$ cat src/rtl/pre_arbiter_pkg.sv
// Shared definitions for the descriptor distributor: FSM encoding, width
// helpers derived from the block parameters, and the drop-counter ceiling.
package pre_arbiter_pkg;

  typedef enum logic {
    lpIDLE     = 1'b0,
    lpDISPATCH = 1'b1
  } state_t;

  localparam logic [15:0] lpDROP_MAX = 16'hFFFF;

  // Width of a destination port index; never narrower than one bit.
  function automatic int port_idx_w(input int port_num);
    return (port_num > 1) ? $clog2(port_num) : 1;
  endfunction

  // Width of a packet RAM pointer.
  function automatic int ptr_w(input int depth_ram);
    return (depth_ram > 1) ? $clog2(depth_ram) : 1;
  endfunction

  // Width of a {length, pointer} descriptor.
  function automatic int desc_w(input int fifo_width, input int depth_ram);
    return fifo_width + ptr_w(depth_ram);
  endfunction

endpackage

$ cat src/rtl/pre_arbiter_mask_dec.sv
// Destination decoder: turns a port index / broadcast request into the set of
// descriptor FIFOs that must receive the descriptor. An empty set means the
// descriptor is dropped (self-addressed or out-of-range index).
module pre_arbiter_mask_dec
  import pre_arbiter_pkg::*;
#(
  parameter int pPORT_NUM = 4,
  parameter int pSELF_ID  = 0,
  parameter int pBCAST_EN = 1
) (
  input  logic [port_idx_w(pPORT_NUM)-1:0] i_port_num,
  input  logic                             i_bcast,
  output logic [pPORT_NUM-1:0]             o_mask,
  output logic                             o_drop
);

  localparam logic [pPORT_NUM-1:0] ONE_HOT0 = pPORT_NUM'(1);
  localparam logic [pPORT_NUM-1:0] SELF_BIT = ONE_HOT0 << pSELF_ID;

  logic bcast;
  logic idx_legal;

  assign bcast     = i_bcast & (pBCAST_EN != 0);
  assign idx_legal = (int'(i_port_num) < pPORT_NUM) && (int'(i_port_num) != pSELF_ID);

  // Build the target set: every other port on broadcast, else the single legal port.
  always_comb begin
    // NOTE: default every combinational output first so no path leaves it unassigned (no latch).
    o_mask = '0;
    if (bcast) begin
      o_mask = ~SELF_BIT;
    end else if (idx_legal) begin
      o_mask = ONE_HOT0 << i_port_num;
    end
    o_drop = (o_mask == '0);
  end

endmodule

$ cat src/rtl/pre_arbiter_dist.sv
// Per-input-port descriptor distributor. Accepts one {length, pointer}
// descriptor per handshake and pushes it into the descriptor FIFO of each
// target output port, retrying blocked targets every cycle until all have
// taken it. Only one descriptor is in flight, which keeps per-port order.
module pre_arbiter_dist
  import pre_arbiter_pkg::*;
#(
  parameter int pPORT_NUM   = 4,
  parameter int pFIFO_WIDTH = 16,
  parameter int pDEPTH_RAM  = 1024,
  parameter int pSELF_ID    = 0,
  parameter int pBCAST_EN   = 1
) (
  input  logic                                    iclk,
  input  logic                                    i_rst_n,
  input  logic                                    i_valid,
  output logic                                    o_ready,
  input  logic [port_idx_w(pPORT_NUM)-1:0]        i_port_num,
  input  logic                                    i_bcast,
  input  logic [pFIFO_WIDTH-1:0]                  i_length,
  input  logic [ptr_w(pDEPTH_RAM)-1:0]            i_pointer,
  output logic [pPORT_NUM-1:0]                    o_push,
  output logic [desc_w(pFIFO_WIDTH,pDEPTH_RAM)-1:0] o_desc,
  input  logic [pPORT_NUM-1:0]                    i_full,
  output logic [pPORT_NUM-1:0]                    o_request,
  output logic [15:0]                             o_drop_cnt
);

  localparam int DW = desc_w(pFIFO_WIDTH, pDEPTH_RAM);

  state_t                 state_q, state_d;
  logic [pPORT_NUM-1:0]   pending_q, pending_d;
  logic [DW-1:0]          desc_q, desc_d;
  logic [15:0]            drop_q, drop_d;

  logic [pPORT_NUM-1:0]   mask;
  logic                   drop;
  logic [pPORT_NUM-1:0]   remaining;
  logic                   accept;

  pre_arbiter_mask_dec #(
    .pPORT_NUM (pPORT_NUM),
    .pSELF_ID  (pSELF_ID),
    .pBCAST_EN (pBCAST_EN)
  ) u_mask_dec (
    .i_port_num (i_port_num),
    .i_bcast    (i_bcast),
    .o_mask     (mask),
    .o_drop     (drop)
  );

  // State register: FSM state, pending targets, held descriptor, drop count.
  always_ff @(posedge iclk) begin
    // NOTE: the held descriptor is a plain register, so it is cleared on reset like the rest.
    if (!i_rst_n) begin
      state_q   <= lpIDLE;
      pending_q <= '0;
      desc_q    <= '0;
      drop_q    <= '0;
    end else begin
      // NOTE: non-blocking so every register samples the pre-edge values.
      state_q   <= state_d;
      pending_q <= pending_d;
      desc_q    <= desc_d;
      drop_q    <= drop_d;
    end
  end

  // Handshake, push strobes and next-state: blocked targets stay pending.
  always_comb begin
    remaining = pending_q & i_full;
    o_ready   = (state_q == lpIDLE) || (remaining == '0);
    accept    = i_valid & o_ready;
    o_push    = (state_q == lpDISPATCH) ? (pending_q & ~i_full) : '0;

    state_d   = state_q;
    pending_d = remaining;
    desc_d    = desc_q;
    drop_d    = drop_q;

    if ((state_q == lpDISPATCH) && (remaining == '0)) begin
      state_d = lpIDLE;
    end

    if (accept) begin
      if (drop) begin
        if (drop_q != lpDROP_MAX) begin
          drop_d = drop_q + 16'd1;
        end
        pending_d = '0;
      end else begin
        pending_d = mask;
        desc_d    = {i_length, i_pointer};
        state_d   = lpDISPATCH;
      end
    end
  end

  assign o_desc     = desc_q;
  assign o_request  = pending_q;
  assign o_drop_cnt = drop_q;

endmodule

$ cat config.mk
export PLATFORM = sky130hd
export DESIGN_NAME = pre_arbiter_dist
export DESIGN_NICKNAME = d
export VERILOG_FILES = /design/src/rtl/pre_arbiter_pkg.sv /design/src/rtl/pre_arbiter_mask_dec.sv /design/src/rtl/pre_arbiter_dist.sv
export SDC_FILE = /design/constraint.sdc
export NUM_CORES = 1
export LEC_CHECK = 0
export ABC_CLOCK_PERIOD_IN_PS = 3200
export BUFFER_PORTS_ARGS = -buffer_cell sky130_fd_sc_hd__clkbuf_2
export CAP_MARGIN = 10
export CORE_MARGIN = 8
export CORE_UTILIZATION = 51
export CTS_BUF_LIST = sky130_fd_sc_hd__clkbuf_16
export CTS_CLUSTER_DIAMETER = 200
export DETAILED_ROUTE_END_ITERATION = 10
export HOLD_SLACK_MARGIN = 0.08
export PLACE_DENSITY = 0.91
export SLEW_MARGIN = 15
export SYNTH_ARGS = -nofsm -noshare
export SYNTH_HDL_FRONTEND = slang
export SYNTH_SLANG_ARGS = --single-unit
$ cat constraint.sdc
create_clock -name iclk -period 3.2 [get_ports iclk]
set_input_delay 0.64 -clock iclk [delete_from_list [all_inputs] [get_ports iclk]]
set_output_delay 0.64 -clock iclk [all_outputs]
set_load 0.03 [all_outputs]
==> out/results.ini <==
[status]
status=complete, no violations

[clocking]
cts_tree=built
cts_made_buffers=5
root_buffer=clkbuf_16
htreeDepth=2
hold_buffers=0
postCtsSetupBuffers=0
cts_buffer_depth=2
clk_pin_slew_ns=0.06
clock_sinks=47
cts_resized=0
clkLatencyLatePin_ns=0.28

[logic_synthesis]
avgSynthCellArea_um2=8.21
synth-simple-area-share=0.291
synth.mux.area_fraction=0
ys_warn_count=0
synth_area_leaders=dfxtp_1, nand3_1, nand2_1
syn_nets=285
synth_top_family_by_area=simple AND/OR/NAND/NOR gates
syn_inst=248
synth_area_um2=2040
netlist.area_leader.share=0.462
yosys.area.top_type=dfxtp_1
ys_seq_elements=47
synth_cell_types=35
synth_compound_area_frac=0.175
yosysSeqAreaShare=0.462
synth_xor_area_frac=0.00860
synthAdderAreaFrac=0.00615

[global_route]
antenna_found_initial=0
grt_overflow=0
grt_max_degree=59
grt_pass1_wl_um=8290
first_global_vias=1885
grt.total_usage=0.159

[routing]
drtAntennaViolNets=0
vias_per_cell=5.25
drc_errors=0
dr.first_iter.drc_count=83
drt_first_pass_iters=4
wl_um=5110
wl_per_cell_um=13.5
vias=1979

[sta]
fmaxAchievable_mhz=473
setup_viol=0
finalMaxSlewViolations=0
hold_viol_final=0
relSlewSlack=0.583
clock_skew_ns=0.00386
tns_ns=0
worstMarginPinSlew_ns=0.625
period_minus_slack_ns=2.11
rsz0062_at_grt=false
period_share=0.661

[layout]
antenna_cells=0
layout.nets=364
area_delta_synth_final_pct=28.3
layout_commonest_cell=clkbuf_2
mostFrequentLayoutCells=clkbuf_2, dfxtp_1, nand2_1
instances_no_fill=377
finish.instance_area_um2=2610
drive_gt1_frac=0.324

[hold_path]
min_path_cells=2
min_from=o_desc[21]
hold_class=reg -> reg
worstHoldEndpoint=o_desc[21]

[worst_setup_path]
path_class=reg -> reg
r2r_start=o_drop_cnt[0]
worst_r2r_path_depth=6
critPathCaptureType=flop
worstReg2RegEnd=o_drop_cnt[0]
arrival_ns=2.26
critPathMaxFanout=25
crit_required_ns=3.34
r2r_setup_slack_ns=1.09
start_kind=flop

[pwr]
p_total_mw=1.37
p_leak_nw=1.11
p_per_area_nw_per_um2=525
peakVddDrop_uv=355

[placed_design]
placed_cell_area_um2=2450
numPlacedInstances=370
hpwl_um=3780
port_buffers=86
place_congestion=0.799

[die]
ios=87
initial_core_util=0.520
rows=23
coreArea_um2=3910
dieArea_um2=6270
die_w_um=79.2
die_y_um=79.2

[flow_run]
cap_violations=0

-- stage by stage --
step	hold WS (ns)	utilization	setup WS, ns
after CTS	0.472	0.668	1.08
after global placement	0.453	0.626	0.927
after detailed placement	0.461	0.626	0.889
after floorplan	0.478	-	0.979
after global routing	0.493	0.668	0.982
final	0.468	0.668	1.09
-- how the worst max path moves through the flow --
stage,to,cells past startpoint,start
finish,o_drop_cnt[0],6,o_drop_cnt[0]
global route,o_drop_cnt[0],6,o_drop_cnt[0]
CTS,o_drop_cnt[0],6,o_drop_cnt[0]
detailed placement,o_drop_cnt[11],6,i_port_num[1]
global placement,o_drop_cnt[11],6,i_port_num[1]
floorplan,o_drop_cnt[0],8,o_drop_cnt[0]
-- where the power goes --
| group | leakage [nW] | switching [mW] | total (mW) | internal [mW] |
|---|---|---|---|---|
| Combinational | 0.647 | 0.119 | 0.172 | 0.0524 |
| Clock | 0.0759 | 0.209 | 0.572 | 0.364 |
| Sequential | 0.384 | 0.0149 | 0.627 | 0.612 |
-- state kept, by name, summed over array words and instances, names as in the netlist --
register / flops
state_q: 1
o_request: 4
o_drop_cnt: 16
o_desc: 26
-- cell families after synthesis --
family | after synthesis
simple gates | 117
flops | 47
compound gates | 59
xor+xnor | 2
fa+ha+maj | 1
buf+inv | 22
-- metal layers --
metal / GRT usage / wire length, um
met5: 0 / 0
met2: 0.296 / 2620
met1: 0.160 / 2070
met4: 0.0778 / 88
met3: 0.0406 / 326
-- cell type report --
| type | instances | area, um^2 |
|---|---|---|
| clock buffer | 5 | 125 |
| inverter | 6 | 22.5 |
| clock inverter | 2 | 37.5 |
| timing repair buffer | 88 | 445 |
| sequential | 47 | 941 |
| multi-input combinational | 179 | 978 |
| fill | 352 | 1300 |
| tap | 50 | 62.6 |
-- worst max-delay path, stage by stage (launching register included) --
cell,delay [ns]
dfxtp_1,0.42
ha_1,0.25
nand4_2,0.20
or4_4,0.60
nand3_4,0.25
xor2_1,0.18
nor2_1,0.06
-- Yosys cell counts (all sizes together) --
cell,count
dfxtp,47
xor2,1
or4,5
inv,6
or3,9
o31ai,5
nand2b,1
xnor2,1
a21oi,14
nor3,1
o21ai,35
and3,1
nor3b,1
nor2b,2
nor2,8
clkbuf,13
nand3,36
ha,1
buf,3
nand4,5
nand3b,2
a211oi,1
nand2,43
a211o,1
o311a,2
a41o,1
nor4b,1
and2,2
No activity file was read; power rests on OpenSTA's default activity.
